$ cat config.mk
export PLATFORM = sky130hd
export DESIGN_NAME = bcd_conv_seq
export DESIGN_NICKNAME = d
export VERILOG_FILES = /design/src/rtl/bcd_conv_pkg.sv /design/src/rtl/bcd_add3.sv /design/src/rtl/bcd_conv_seq.sv
export SDC_FILE = /design/constraint.sdc
export NUM_CORES = 1
export LEC_CHECK = 0
export ABC_AREA = 0
export BUFFER_PORTS_ARGS = -buffer_cell sky130_fd_sc_hd__buf_4
export CAP_MARGIN = 20
export CORE_ASPECT_RATIO = 1.5
export CORE_MARGIN = 3
export CORE_UTILIZATION = 60
export DETAILED_ROUTE_END_ITERATION = 16
export GPL_TIMING_DRIVEN = 0
export HOLD_SLACK_MARGIN = 0.06
export PLACE_DENSITY = 0.85
export SYNTH_ARGS = -nofsm -noshare
export SYNTH_HDL_FRONTEND = slang
export SYNTH_SLANG_ARGS = --single-unit
export TNS_END_PERCENT = 10
$ cat constraint.sdc
create_clock -name clk -period 3.02 [get_ports clk]
set_input_delay 0.302 -clock clk [delete_from_list [all_inputs] [get_ports clk]]
set_output_delay 0.302 -clock clk [all_outputs]
set_load 0.01 [all_outputs]
$ cat src/rtl/bcd_conv_pkg.sv
//------------------------------------------------------------------------------
// bcd_conv_pkg
// Shared types and constants for the sequential binary-to-BCD converter.
//   state_t     : converter FSM states (IDLE, SHIFT, HOLD)
//   BCD_DIGIT_W : width of one packed BCD digit
//   min_digits  : number of decimal digits needed for the largest WIDTH-bit
//                 unsigned value; used to reject undersized DIGITS settings
//------------------------------------------------------------------------------
package bcd_conv_pkg;

    typedef enum logic [1:0] {
        IDLE  = 2'd0,
        SHIFT = 2'd1,
        HOLD  = 2'd2
    } state_t;

    localparam int BCD_DIGIT_W = 4;

    // Decimal digit count of (2^width - 1). The loop bound covers any width
    // that fits a 64-bit value.
    function automatic int min_digits(input int width);
        longint unsigned v;
        int              d;
        v = (64'd1 << width) - 64'd1;
        d = 1;
        for (int k = 0; k < 20; k++) begin
            if (v >= 64'd10) begin
                v = v / 64'd10;
                d = d + 1;
            end
        end
        return d;
    endfunction

endpackage

$ cat src/rtl/bcd_add3.sv
//------------------------------------------------------------------------------
// bcd_add3
// Combinational double-dabble digit adjust: digits of 5 or more get +3 so the
// following left shift carries correctly into the next decimal digit.
//   i_digit : BCD digit before the shift (0..9 in normal operation)
//   o_digit : adjusted digit
// Inputs 10..15 never reach this unit; their output has no meaning.
//------------------------------------------------------------------------------
module bcd_add3
    import bcd_conv_pkg::*;
(
    input  logic [BCD_DIGIT_W-1:0] i_digit,
    output logic [BCD_DIGIT_W-1:0] o_digit
);

    assign o_digit = (i_digit >= BCD_DIGIT_W'(5)) ? (i_digit + BCD_DIGIT_W'(3)) : i_digit;

endmodule

$ cat src/rtl/bcd_conv_seq.sv
//------------------------------------------------------------------------------
// bcd_conv_seq
// Sequential binary-to-BCD converter (double dabble, one bit per clock).
// A word is accepted in IDLE, converted over WIDTH cycles in SHIFT, and the
// registered result is presented in HOLD until the consumer takes it.
//
// Parameters
//   WIDTH  : binary input width (4..20)
//   DIGITS : BCD output digits; must cover 2^WIDTH-1
//
// Ports
//   clk       : system clock, rising edge
//   rst_n     : asynchronous active-low reset
//   in_valid  : in_bin is valid
//   in_ready  : converter can accept a word (IDLE and not in reset)
//   in_bin    : unsigned binary operand, sampled on the accept edge only
//   out_valid : out_bcd/out_blank hold a completed result (HOLD)
//   out_ready : consumer takes the result
//   out_bcd   : packed BCD result, digit 0 in bits [3:0]
//   out_blank : leading-zero flags per digit
//   busy      : conversion in progress (SHIFT)
//
// Build option
//   BCD_CONV_LZB_EN : when defined, out_blank[i] (i >= 1) flags that digit i
//                     and every higher digit are zero; out_blank[0] stays 0 so
//                     a zero result still shows "0". When undefined, out_blank
//                     is constant zero and no blanking logic exists.
//------------------------------------------------------------------------------
module bcd_conv_seq
    import bcd_conv_pkg::*;
#(
    parameter int WIDTH  = 16,
    parameter int DIGITS = 5
) (
    input  logic                          clk,
    input  logic                          rst_n,
    input  logic                          in_valid,
    output logic                          in_ready,
    input  logic [WIDTH-1:0]              in_bin,
    output logic                          out_valid,
    input  logic                          out_ready,
    output logic [BCD_DIGIT_W*DIGITS-1:0] out_bcd,
    output logic [DIGITS-1:0]             out_blank,
    output logic                          busy
);

    localparam int BCD_W = BCD_DIGIT_W * DIGITS;
    localparam int SR_W  = BCD_W + WIDTH;
    localparam int CNT_W = $clog2(WIDTH);

    // Elaboration-time parameter checks
    generate
        if (WIDTH < 4 || WIDTH > 20) begin : g_bad_width
            $error("bcd_conv_seq: WIDTH=%0d outside 4..20", WIDTH);
        end
        if (DIGITS < min_digits(WIDTH)) begin : g_bad_digits
            $error("bcd_conv_seq: DIGITS=%0d too small for WIDTH=%0d (need %0d)",
                   DIGITS, WIDTH, min_digits(WIDTH));
        end
    endgenerate

    state_t             r_state;
    state_t             w_state_next;
    logic               w_load;
    logic               w_done;

    // {bcd, bin} working register; the binary part empties out of the top
    // into the BCD part one bit per SHIFT cycle.
    logic [SR_W-1:0]    r_shift;
    logic [CNT_W-1:0]   r_cnt;
    logic [BCD_W-1:0]   r_out_bcd;

    logic [BCD_W-1:0]   w_adj_bcd;
    logic [SR_W-1:0]    w_shifted;
    logic [BCD_W-1:0]   w_final_bcd;

    //--------------------------------------------------------------------------
    // FSM
    //--------------------------------------------------------------------------
    always_ff @(posedge clk or negedge rst_n) begin
        if (!rst_n) begin
            r_state <= IDLE;
        end else begin
            r_state <= w_state_next;
        end
    end

    always_comb begin
        w_state_next = r_state;
        w_load       = 1'b0;
        w_done       = 1'b0;
        case (r_state)
            IDLE: begin
                if (in_valid) begin
                    w_state_next = SHIFT;
                    w_load       = 1'b1;
                end
            end
            SHIFT: begin
                if (r_cnt == '0) begin
                    w_state_next = HOLD;
                    w_done       = 1'b1;
                end
            end
            HOLD: begin
                if (out_ready) begin
                    w_state_next = IDLE;
                end
            end
            default: begin
                w_state_next = IDLE;
            end
        endcase
    end

    // in_ready is gated by rst_n so it reads 0 while reset is held, even
    // though the state register already sits in IDLE.
    assign in_ready  = rst_n & (r_state == IDLE);
    assign out_valid = (r_state == HOLD);
    assign busy      = (r_state == SHIFT);

    //--------------------------------------------------------------------------
    // Digit adjust: one add-3 unit per BCD digit, applied before the shift
    //--------------------------------------------------------------------------
    genvar gi;
    generate
        for (gi = 0; gi < DIGITS; gi++) begin : g_add3
            bcd_add3 u_add3 (
                .i_digit (r_shift[WIDTH + gi*BCD_DIGIT_W +: BCD_DIGIT_W]),
                .o_digit (w_adj_bcd[gi*BCD_DIGIT_W +: BCD_DIGIT_W])
            );
        end
    endgenerate

    // The top adjusted bit is always zero for legal DIGITS, so shifting it
    // out loses nothing.
    assign w_shifted   = {w_adj_bcd, r_shift[WIDTH-1:0]} << 1;
    assign w_final_bcd = w_shifted[SR_W-1 -: BCD_W];

    //--------------------------------------------------------------------------
    // Datapath: shift register, iteration counter, result register
    //--------------------------------------------------------------------------
    always_ff @(posedge clk or negedge rst_n) begin
        if (!rst_n) begin
            r_shift   <= '0;
            r_cnt     <= '0;
            r_out_bcd <= '0;
        end else begin
            if (w_load) begin
                r_shift <= {{BCD_W{1'b0}}, in_bin};
                r_cnt   <= CNT_W'(WIDTH - 1);
            end else if (r_state == SHIFT) begin
                r_shift <= w_shifted;
                if (!w_done) begin
                    r_cnt <= r_cnt - CNT_W'(1);
                end
            end
            if (w_done) begin
                r_out_bcd <= w_final_bcd;
            end
        end
    end

    assign out_bcd = r_out_bcd;

    //--------------------------------------------------------------------------
    // Leading-zero blanking
    //--------------------------------------------------------------------------
`ifdef BCD_CONV_LZB_EN
    logic [DIGITS-1:0] w_blank_next;
    logic [DIGITS-1:0] r_out_blank;
    logic              w_run_zero;

    // Walk from the most significant digit down; a digit blanks only while
    // every digit above it (and itself) is zero. Digit 0 never blanks.
    always_comb begin
        w_blank_next = '0;
        w_run_zero   = 1'b1;
        for (int i = DIGITS - 1; i >= 1; i--) begin
            w_run_zero      = w_run_zero & (w_final_bcd[i*BCD_DIGIT_W +: BCD_DIGIT_W] == '0);
            w_blank_next[i] = w_run_zero;
        end
    end

    always_ff @(posedge clk or negedge rst_n) begin
        if (!rst_n) begin
            r_out_blank <= '0;
        end else if (w_done) begin
            r_out_blank <= w_blank_next;
        end
    end

    assign out_blank = r_out_blank;
`else
    assign out_blank = '0;
`endif

endmodule

== Word-level counts from Yosys, hierarchy flattened ==
Index checks and enable logic that the tools add are counted.
W data, S select, Z words.

* Flip-flop bits (word level): 62
* Output and inout bits: 28
* Logic and storage cells: 45

* Reduce and logical (&&, ||, !) cells: 5
* Equal/unequal tests: 6
* $add $sub $neg: 6
* Magnitude comparators: 5
* Bitwise operators: 1
* Muxes and demuxes: 18

{| class="wikitable"
|+ Operators with widths
! kind !! number
|-
| $mux W36 || 2
|-
| $mux W4 || 7
|-
| $ge A4 B3 Y1 const B || 5
|-
| $add A4 B2 Y4 const B || 4
|-
| $mux W2 || 3
|-
| $pmux W2 S3 || 1
|-
| $logic_not A4 Y1 || 1
|-
| $mux W1 || 4
|-
| $ne A2 B1 Y1 const B || 2
|-
| $ne A2 B2 Y1 const B || 2
|-
| $sub A4 B1 Y4 const B || 1
|-
| $add A3 B2 Y3 const B || 1
|-
| $mux W3 || 1
|-
| $reduce_and A3 Y1 || 1
|-
| $eq A2 B1 Y1 const B || 1
|-
| $eq A2 B2 Y1 const B || 1
|-
| $logic_not A2 Y1 || 1
|-
| $reduce_and A2 Y1 || 1
|-
| $reduce_bool A2 Y1 || 1
|-
| $and A1 B1 Y1 || 1
|}

== Logic depth before layout (Yosys ltp) ==
Gate-level depths: netlist of the first run.

* Depth after elaboration: 6
* Gate-level depth with buffers: 8
* Depth with buffers taken out: 6

== Hierarchy ==
Synthesis of the first run repeated with hierarchy kept, for this count alone.

* Cells, all modules: 323
* Area, all modules: 3185.6 um^2

{| class="wikitable"
|+ By module, submodules not included
! module !! cells each !! sequential area each (um^2) !! area each (um^2) !! instances
|-
| bcd_conv_seq || 243 || 1551.5 || 2678.8 || 1
|-
| bcd_add3 || 16 || 0.0 || 101.3 || 5
|}

== Worst setup path before layout of the first run ==
OpenSTA, ideal clock, no wires.

* Path type: reg-to-reg
* Start point: register r_cnt[0]
* End point: register r_out_bcd[0] (netlist: out_bcd[0])
* Required time: 2.895 ns
* Library setup time: 0.125 ns
* Cell stages (with the launch flop): 8
* Arrival time: 1.682 ns
* Slack: 1.213 ns
* Path through: dfrtp_1 -> inv_1 -> ha_1 -> or3b_1 -> or2_1 -> clkbuf_2 -> buf_6 -> mux2_4

* Cells in the longest elaborated chain, start to end: 3

{| class="wikitable"
|+ Ends and longest elaborated chain
! what !! RTL line !! RTL
|-
| from (decl) || bcd_conv_seq.sv:70 || <nowiki>logic [CNT_W-1:0] r_cnt;</nowiki>
|-
| from (signal assigned) || bcd_conv_seq.sv:151 || <nowiki>r_cnt <= CNT_W'(WIDTH - 1);</nowiki>
|-
| from (signal assigned) || bcd_conv_seq.sv:155 || <nowiki>r_cnt <= r_cnt - CNT_W'(1);</nowiki>
|-
| $logic_not A4 Y1 || bcd_conv_seq.sv:100 || <nowiki>if (r_cnt == '0) begin</nowiki>
|-
| $mux W1 || bcd_conv_seq.sv:100 ||
|-
| $mux W1 || bcd_conv_seq.sv:92 || <nowiki>case (r_state)</nowiki>
|-
| to (signal assigned) || bcd_conv_seq.sv:159 || <nowiki>r_out_bcd <= w_final_bcd;</nowiki>
|-
| to (decl) || bcd_conv_seq.sv:71 || <nowiki>logic [BCD_W-1:0] r_out_bcd;</nowiki>
|}

No other way between the ends.
A chain may end at the register's enable or synchronous reset.

== Worst setup path in the final report of the first run ==
* Start point: register r_state[1]
* End point: output busy

* Cells in the longest elaborated chain, start to end: 1

{| class="wikitable"
|+ Ends and longest elaborated chain
! what !! RTL line !! RTL
|-
| from (decl) || bcd_conv_seq.sv:62 || <nowiki>state_t r_state;</nowiki>
|-
| from (signal assigned) || bcd_conv_seq.sv:84 || <nowiki>r_state <= w_state_next;</nowiki>
|-
| $eq A2 B1 Y1 || bcd_conv_seq.sv:120 || <nowiki>assign busy = (r_state == SHIFT);</nowiki>
|-
| to (decl) || bcd_conv_seq.sv:44 || <nowiki>output logic busy</nowiki>
|}

No other way between the ends.

==> impl_metrics.yaml, run 1 <==
status:
  status: "completed"
global_routing:
  grt_use_total_pct: 22.9
  grt_pass1_vias: 2348
  global_route.usage.met3_pct: 4.04
  use_met1_pct: 25.9
  grt_max_degree: 64
  grt-ovfl-total: 0
  use_met2_pct: 39.8
  grt_first_pass_wirelength_um: 10300
  grt_busiest_layer: "met2"
  grt_antenna_before_repair: 0
power:
  leakagePower_uw: 0.00172
  power_density_mw_per_mm2: 1080
  vdd_ir_drop_max_mv: 0.575
  p_total_uw: 3790
timing:
  min_period_over_period_pct: 74.1
  grt_setup_unrepaired: "no"
  period_needed_ps: 2240
  finalHoldViolations: 0
  slew_viol_final: 0
  setup_viol: 0
  slew_headroom_pct: 49.6
  setup_slack_ps: 782
  worst_pin_slew_ps: 756
  max_clock_freq_ghz: 0.447
  skew_ps: 5.19
  setup_tns_ps: 0
clock_tree:
  cts.clk_slew.worst_paths_ps: 60
  cts_buffers: 9
  clockRootBuffer: "clkbuf_8"
  clk_path_buf_depth: 2
  cts_tree: "done"
  h-tree-depth: 3
  clock_latency_ps: 340
  postCtsHoldBufs: 0
  post-cts-setup-buffer-count: 0
  clock-sinks: 62
  cts_resized: 0
logic_synthesis:
  synth_edf_count: 0
  synth.area.top_cells: "dfrtp_1 (53%), nand2_1 (9.0%), o21ai_0 (7.2%), ha_1 (5.1%), a22oi_1 (3.8%)"
  yosysTopAreaCell: "dfrtp_1"
  yosys_warnings: 0
  seq_area_frac_synth_pct: 52.9
  synthFlopType: "dfrtp_1"
  syn_inst: 304
  yosysUniqueCellTypes: 34
  avgSynthCellArea_sq_um: 9.64
  syn_area_sq_mm: 0.00293
  synth_top_area_share_pct: 52.9
  async_reset_ff_share_pct: 100
  synth_common_cells: "nand2_1 (70), dfrtp_1 (62), o21ai_0 (42)"
  synth.most_common_cell: "nand2_1"
  ys_ff_latch: 62
route:
  firstDrtPassIters: 4
  wire_per_inst_um: 14.0
  via_per_inst: 5.40
  ant_nets: 0
  vias: 2317
  drc: 0
  routed_wl_um: 6010
  drtIter0Drc: 129
placement:
  dpl.hpwl_um: 4220
  portBuffers: 42
  gp_congestion: 0.791
  detailedPlace.worstSlack_ps: 1030
worst_setup_path:
  critPathKind: "flip-flop to output port"
  reg2reg_slack_ps: 1020
  arrival_ps: 1940
  reg2regPathDepth: 8
  reg2reg_from: "r_cnt[0]$_DFFE_PN0P_"
  crit_required_ps: 2720
  start_kind: "flip-flop"
  endpoint_kind: "output port"
  r2r-end: "out_bcd[14]$_DFFE_PN0P_"
  path_max_fanout: 10
floorplanning:
  die_h_um: 91.6
  die_width_um: 63.1
  start_util_pct: 63.5
  io_pins: 48
  coreArea_sq_mm: 0.00462
  num_rows: 30
  die_area_sq_mm: 0.00578
cells_and_area:
  drive_above_1_share_pct: 20.5
  areaGrowthSynthToFinish_pct: 19.7
  fin_nets: 393
  diodes: 0
job:
  max_cap_viol_count: 0
hold_path:
  hold_path.class: "input port to async pin"
[layout by cell type (no fill, tap or decap), drive strengths merged, types with 3 or more instances in the layout]
cell type,count
conb,5
nor3,5
nor2,3
ha,12
nand2,70
a21oi,14
mux2,7
dfrtp,62
nor3b,11
a22oi,15
o21ai,42
xnor2,6
nand2b,8
nand3,5
clkbuf,20
buf,55
inv,14
[report_power, final]
part | switching (uW) | leakage, uW | internal, uW
clock | 301 | 0.0000865 | 338
combinational | 931 | 0.000844 | 747
sequential | 270 | 0.000789 | 1200
[metrics by stage]
stage | instances | util (%) | hold WS, ps | cell area, sq um
after CTS | 429 | 76.0 | 61.3 | 3510
after global routing | 429 | 76.0 | 88.3 | 3510
after floorplan | 308 | - | 6.41 | 2950
after global placement | 414 | 72.4 | 424 | 3340
final | 429 | 76.0 | 35.2 | 3510
after detailed placement | 414 | 72.4 | 430 | 3340
[layout make-up]
type,instances,area [sq um]
timing repair buffer,42,315
inverter,14,52.6
tap,64,80.1
sequential,62,1550
multi-input combinational,213,1240
fill,337,1110
clock buffer,14,163
clock inverter,1,5.00
buffer,19,105
[worst max path at each step]
stage	startpoint	end	slack, ps
after detailed placement	r_cnt[0]$_DFFE_PN0P_	out_bcd[14]$_DFFE_PN0P_	1030
after global placement	r_cnt[0]$_DFFE_PN0P_	out_bcd[14]$_DFFE_PN0P_	1080
after global routing	r_state[1]$_DFFE_PN0P_	busy	650
after floorplan	r_cnt[0]$_DFFE_PN0P_	out_bcd[0]$_DFFE_PN0P_	1210
final	r_state[1]$_DFFE_PN0P_	busy	780
after CTS	r_state[1]$_DFFE_PN0P_	busy	780
[logic make-up after synthesis]
| family | synth area share (%) |
|---|---|
| buf+inv | 5.38 |
| fa+ha+maj | 5.12 |
| other cells | 0.128 |
| mux | 3.29 |
| simple gates | 16.6 |
| flops | 52.9 |
| xor+xnor | 1.79 |
| compound gates | 14.8 |
[state kept, by name, indices dropped and copies added, names as in the netlist]
name	count
out_bcd	20
r_state	2
r_cnt	4
r_shift	36
[per-layer routing]
metal | routed length [um] | vias to the layer above
met3 | 255 | 16
met4 | 167 | 0
met1 | 2460 | 1109
met5 | 0 | -
li1 | - | 1131
met2 | 3130 | 61
[critical path, stage by stage (launching register included)]
cell and delay, ps:
dfrtp_1 400, nand2b_1 170, buf_2 200, inv_2 170, buf_1 440, buf_4 220
Power figures use the tool's default switching activity.
==> inputs of run 2 (changes only) <==
--- a/config.mk
+++ b/config.mk
@@ -10,11 +10,11 @@
 export CAP_MARGIN = 20
 export CORE_ASPECT_RATIO = 1.5
 export CORE_MARGIN = 3
-export CORE_UTILIZATION = 60
+export CORE_UTILIZATION = 50
 export DETAILED_ROUTE_END_ITERATION = 16
 export GPL_TIMING_DRIVEN = 0
 export HOLD_SLACK_MARGIN = 0.06
-export PLACE_DENSITY = 0.85
+export PLACE_DENSITY = 0.76
 export SYNTH_ARGS = -nofsm -noshare
 export SYNTH_HDL_FRONTEND = slang
 export SYNTH_SLANG_ARGS = --single-unit
==> constraint.sdc (replaced) <==
create_clock -name clk -period 2.02 [get_ports clk]
set_input_delay 0.202 -clock clk [delete_from_list [all_inputs] [get_ports clk]]
set_output_delay 0.202 -clock clk [all_outputs]
set_load 0.01 [all_outputs]
==> impl_metrics.yaml, run 2 (same netlist as run 1, synthesis figures left out) <==
global_routing:
  grt_max_degree: 64
  grt_antenna_before_repair: 0
  grt_first_pass_wirelength_um: 10400
  grt_use_total_pct: 20.0
  grt-ovfl-total: 0
  grt_pass1_vias: 2439
cells_and_area:
  final_cell_mix: "nand2_1 (70), dfrtp_1 (62), buf_4 (47), o21ai_0 (42), a22oi_1 (15)"
  fin_nets: 394
  largest_reg_flops: 36
  n_fill_cell: 482
  areaGrowthSynthToFinish_pct: 20.3
  regArea_sq_mm: 0.00155
  diodes: 0
  multi_input_area_sq_mm: 0.00124
  top_register: "r_shift"
  post-route-util_pct: 63.3
  drive_above_1_share_pct: 21.6
  final_common_cell: "nand2_1"
power:
  p_total_uw: 5600
  vdd_ir_drop_max_mv: 1.05
  leakagePower_uw: 0.00173
  power_density_mw_per_mm2: 1590
clock_tree:
  postCtsHoldBufs: 1
  h-tree-depth: 3
  cts_tree: "done"
  cts_buffers: 9
  clock_latency_ps: 330
  clk_path_buf_depth: 2
  cts.clk_slew.worst_paths_ps: 60
  clockRootBuffer: "clkbuf_8"
  clock-sinks: 62
floorplanning:
  start_util_pct: 52.6
  die_area_sq_mm: 0.00684
  coreArea_sq_mm: 0.00557
  num_rows: 33
  die_h_um: 99.8
  die_width_um: 68.5
  io_pins: 48
timing:
  min_period_over_period_pct: 94.4
  grt_setup_unrepaired: "no"
  setup_tns_ps: 0
  setup_viol: 0
  slew_viol_final: 0
  period_needed_ps: 1910
  max_clock_freq_ghz: 0.524
  whs_ps: -53.5
  setup_slack_ps: 112
  skew_ps: 6.74
  worst_pin_slew_ps: 778
  slew_headroom_pct: 48.1
  finalHoldViolations: 62
worst_setup_path:
  crit_start: "r_cnt[0]$_DFFE_PN0P_"
  arrival_ps: 2120
  endpoint_kind: "flip-flop"
  worst-path-buf-inv: 3
  path_max_fanout: 10
  start_kind: "flip-flop"
  crit_family: "simple AND/OR/NAND/NOR gates"
  max_stage_delay_ps: 390
  reg2reg_from: "r_cnt[0]$_DFFE_PN0P_"
  crit_required_ps: 2230
  worstSetupEndpoint: "out_bcd[17]$_DFFE_PN0P_"
  reg2regPathDepth: 7
  cp_cell_sequence: "inv_2 -> ha_1 -> or3b_1 -> or2_1 -> clkbuf_2 -> buf_6 -> mux2_4"
  crit_cells: 7
  reg2reg_slack_ps: 110
  critPathKind: "flip-flop to flip-flop"
  crit_slowest_cell: "dfrtp_1"
  r2r-end: "out_bcd[17]$_DFFE_PN0P_"
route:
  drtIter0Drc: 83
  route.met3.wl_um: 279
  via_per_inst: 5.36
  drc: 0
  firstDrtPassIters: 4
  met2WireLength_um: 3160
  m1WireLength_um: 2330
  vias: 2331
  ant_nets: 0
  routed_wl_um: 5930
  top_layer_used: "met4"
  wire_per_inst_um: 13.6
placement:
  portBuffers: 42
  dpl.hpwl_um: 4260
  detailedPlace.worstSlack_ps: 28.3
  gp_congestion: 0.780
status:
  status: "finished with violations"
  violations: "hold timing"
hold_path:
  hold_path.class: "input port to async pin"
job:
  max_cap_viol_count: 0
## run 2: cell count changes in the layout (fill, tap and decap cells not counted), sizes merged
cell and delta:
clkinv +1, dlygate4sd3 +1, clkbuf -2
## run 2: worst min path at each step
stage | end | slack (ps) | cells after the start
after detailed placement | out_bcd[12]$_DFFE_PN0P_ | 330 | 1
after global routing | out_bcd[10]$_DFFE_PN0P_ | 4 | 1
after floorplan | out_bcd[0]$_DFFE_PN0P_ | -90 | 0
after CTS | out_bcd[12]$_DFFE_PN0P_ | -20 | 1
final | out_bcd[12]$_DFFE_PN0P_ | -50 | 1
after global placement | out_bcd[12]$_DFFE_PN0P_ | 330 | 1
## run 2: metal layers
| metal | global-route usage [%] | up-vias |
|---|---|---|
| li1 | - | 1141 |
| met1 | 23.4 | 1118 |
| met2 | 33.3 | 57 |
| met3 | 3.70 | 15 |
| met4 | 11.5 | 0 |
| met5 | 0 | - |
## run 2: worst reg2reg max path: stages, from the launching register on
cell and delay (ps):
dfrtp_1 390, inv_2 90, ha_1 130, or3b_1 390
or2_1 230, clkbuf_2 130, buf_6 140, mux2_4 290
## run 2: final cells by class
class                           instances  share of cell area (%)
Buffer                                 19                    3.16
Clock buffer                           12                    4.12
Clock inverter                          2                   0.284
Inverter                               14                    1.49
Multi-Input combinational cell        213                    35.2
Sequential cell                        62                    44.0
Tap cell                               70                    2.48
Timing Repair Buffer                   43                    9.23
## run 2: per-stage QoR
step	std cells	hold slack [ps]	instance area, sq um
3_5_place_dp	420	332	3350
4_1_cts	435	-24.6	3520
5_1_grt	435	3.84	3530
6_report	435	-53.5	3530
2_1_floorplan	308	-93.6	2950
3_3_place_gp	420	328	3350
## run 2: what timing repair did
action                                  4_1_cts  5_1_grt
buffers inserted                              0        0
endpoints found under the setup margin        1       15
gates cloned                                  0        0
gates resized for setup                       1        8
endpoints found under the hold margin        63       62
## run 2: power by group
| part | leakage (uW) | switching (uW) | internal (uW) |
|---|---|---|---|
| combinational | 0.000855 | 1390 | 1140 |
| sequential | 0.000789 | 395 | 1790 |
| clock | 0.0000821 | 419 | 461 |
==> inputs of run 3 (changes only) <==
--- a/config.mk
+++ b/config.mk
@@ -6,15 +6,15 @@
 export NUM_CORES = 1
 export LEC_CHECK = 0
 export ABC_AREA = 0
-export BUFFER_PORTS_ARGS = -buffer_cell sky130_fd_sc_hd__buf_4
 export CAP_MARGIN = 20
 export CORE_ASPECT_RATIO = 1.5
 export CORE_MARGIN = 3
-export CORE_UTILIZATION = 50
+export CORE_UTILIZATION = 56
 export DETAILED_ROUTE_END_ITERATION = 16
+export DONT_BUFFER_PORTS = 1
 export GPL_TIMING_DRIVEN = 0
-export HOLD_SLACK_MARGIN = 0.06
-export PLACE_DENSITY = 0.76
+export HOLD_SLACK_MARGIN = 0.12
+export PLACE_DENSITY = 0.75
 export SYNTH_ARGS = -nofsm -noshare
 export SYNTH_HDL_FRONTEND = slang
 export SYNTH_SLANG_ARGS = --single-unit
==> impl_metrics.yaml, run 3 (same netlist as run 1, synthesis figures left out) <==
status:
  status: "completed"
route:
  vias: 2273
  wire_per_inst_um: 15.5
  drc: 0
  ant_nets: 0
  routed_wl_um: 6350
  firstDrtPassIters: 4
  via_per_inst: 5.56
  drtIter0Drc: 94
floorplanning:
  die_width_um: 65.1
  start_util_pct: 59.5
  coreArea_sq_mm: 0.00493
  io_pins: 48
  num_rows: 31
  die_area_sq_mm: 0.00616
  die_h_um: 94.6
worst_setup_path:
  critPathKind: "flip-flop to flip-flop"
  crit_required_ps: 2220
  endpoint_kind: "flip-flop"
  arrival_ps: 2150
  path_max_fanout: 10
  start_kind: "flip-flop"
power:
  p_total_uw: 5430
  vdd_ir_drop_max_mv: 0.853
  leakagePower_uw: 0.00160
  power_density_mw_per_mm2: 1600
cells_and_area:
  drive_above_1_share_pct: 10.8
  top_register: "r_shift"
  n_fill_cell: 395
  post-route-util_pct: 69.1
  regArea_sq_mm: 0.00155
  multi_input_area_sq_mm: 0.00124
  areaGrowthSynthToFinish_pct: 16.2
  final_cell_mix: "nand2_1 (70), dfrtp_1 (62), o21ai_0 (42), dlygate4sd3_1 (18), a22oi_1 (15)"
  fin_nets: 370
  final_common_cell: "nand2_1"
  largest_reg_flops: 36
  diodes: 0
clock_tree:
  clockRootBuffer: "clkbuf_8"
  h-tree-depth: 3
  cts_buffers: 9
  clock_latency_ps: 340
  clock-sinks: 62
  post-cts-setup-buffer-count: 0
  cts.clk_slew.worst_paths_ps: 60
  cts_tree: "done"
  clk_path_buf_depth: 2
hold_path:
  hold_path.class: "input port to flip-flop"
placement:
  portBuffers: 0
  dpl.hpwl_um: 3910
  gp_congestion: 0.802
job:
  max_cap_viol_count: 0
global_routing:
  grt_pass1_vias: 2305
  grt_antenna_before_repair: 0
  grt_max_degree: 63
  grt_first_pass_wirelength_um: 10800
  grt-ovfl-total: 0
  grt_use_total_pct: 23.2
timing:
  grt_setup_unrepaired: "yes"
  setup_viol: 0
  worst_pin_slew_ps: 547
  slew_viol_final: 0
  period_needed_ps: 1960
  finalHoldViolations: 0
  max_clock_freq_ghz: 0.511
  skew_ps: 8.96
  min_period_over_period_pct: 96.9
  slew_headroom_pct: 63.5
-- run 3: cell types whose count changed in the layout (fill, tap and decap cells not counted) --
cell,previous run,this run
buf_4,47,5
dlygate4sd3_1,1,18
clkbuf_1,5,7
buf_16,0,1
buf_2,6,5
clkbuf_4,1,0
clkinv_2,2,3
clkinvlp_4,0,1
inv_1,12,13
inv_2,2,1
nor2_2,0,1
nor2_4,1,0
-- run 3: metal layers --
metal | GRT usage, % | routed length (um)
met3 | 6.31 | 315
met5 | 0 | 0
met2 | 39.4 | 3310
met4 | 10.4 | 110
met1 | 27.3 | 2610
-- run 3: what timing repair did --
| action | in CTS | in global routing |
|---|---|---|
| hold buffers | 19 | 0 |
| gates resized for setup | 0 | 1 |
| setup endpoints to repair | 0 | 10 |
| endpoints found under the hold margin | 79 | 0 |
-- run 3: per-stage QoR --
| step | instances | setup slack, ps | instance area, sq um | hold WS, ps | TNS, ps |
|---|---|---|---|---|---|
| floorplan | 308 | 213 | 2950 | -93.6 | 0 |
| global placement | 374 | 55.9 | 3030 | -91.8 | 0 |
| detailed placement | 374 | 46.8 | 3030 | -91.8 | 0 |
| CTS | 409 | 2.81 | 3400 | 219 | 0 |
| global route | 409 | -105 | 3410 | 233 | -675 |
| finish | 409 | 62.9 | 3410 | 226 | 0 |
-- run 3: worst paths after layout --
check                                        start                       to  slack (ps)  cells past startpoint
max                           r_cnt[0]$_DFFE_PN0P_  out_bcd[14]$_DFFE_PN0P_          60                      8
min                                       in_valid     r_cnt[0]$_DFFE_PN0P_         230                      2
max reg2reg                   r_cnt[0]$_DFFE_PN0P_  out_bcd[14]$_DFFE_PN0P_          60                      8
min reg2reg                r_shift[14]$_DFFE_PN0P_  r_shift[14]$_DFFE_PN0P_         480                      2
max in group asynchronous                    rst_n  r_shift[29]$_DFFE_PN0P_        1370                      2
min in group asynchronous                    rst_n   out_bcd[8]$_DFFE_PN0P_         400                      2
-- run 3: final cells by class --
| type | count | share of cell area (%) |
|---|---|---|
| multi-input combinational | 213 | 36.3 |
| clock inverter | 4 | 0.661 |
| inverter | 14 | 1.54 |
| buffer | 19 | 3.12 |
| timing repair buffer | 19 | 6.10 |
| tap | 66 | 2.42 |
| clock buffer | 12 | 4.26 |
| sequential | 62 | 45.6 |
-- run 3: worst max-delay path: stages, from the launching register on --
cell	delay, ps
dfrtp_1	390
inv_1	120
ha_1	140
or3b_1	380
or2_1	220
clkbuf_2	130
clkbuf_1	240
nand2_1	120
o21ai_0	80
-- run 3: power breakdown --
| part | switching (uW) | leakage [uW] | internal (uW) |
|---|---|---|---|
| registers | 503 | 0.000789 | 1800 |
| clock network | 470 | 0.0000861 | 473 |
| logic | 1270 | 0.000723 | 923 |
| total | 2240 | 0.00160 | 3190 |
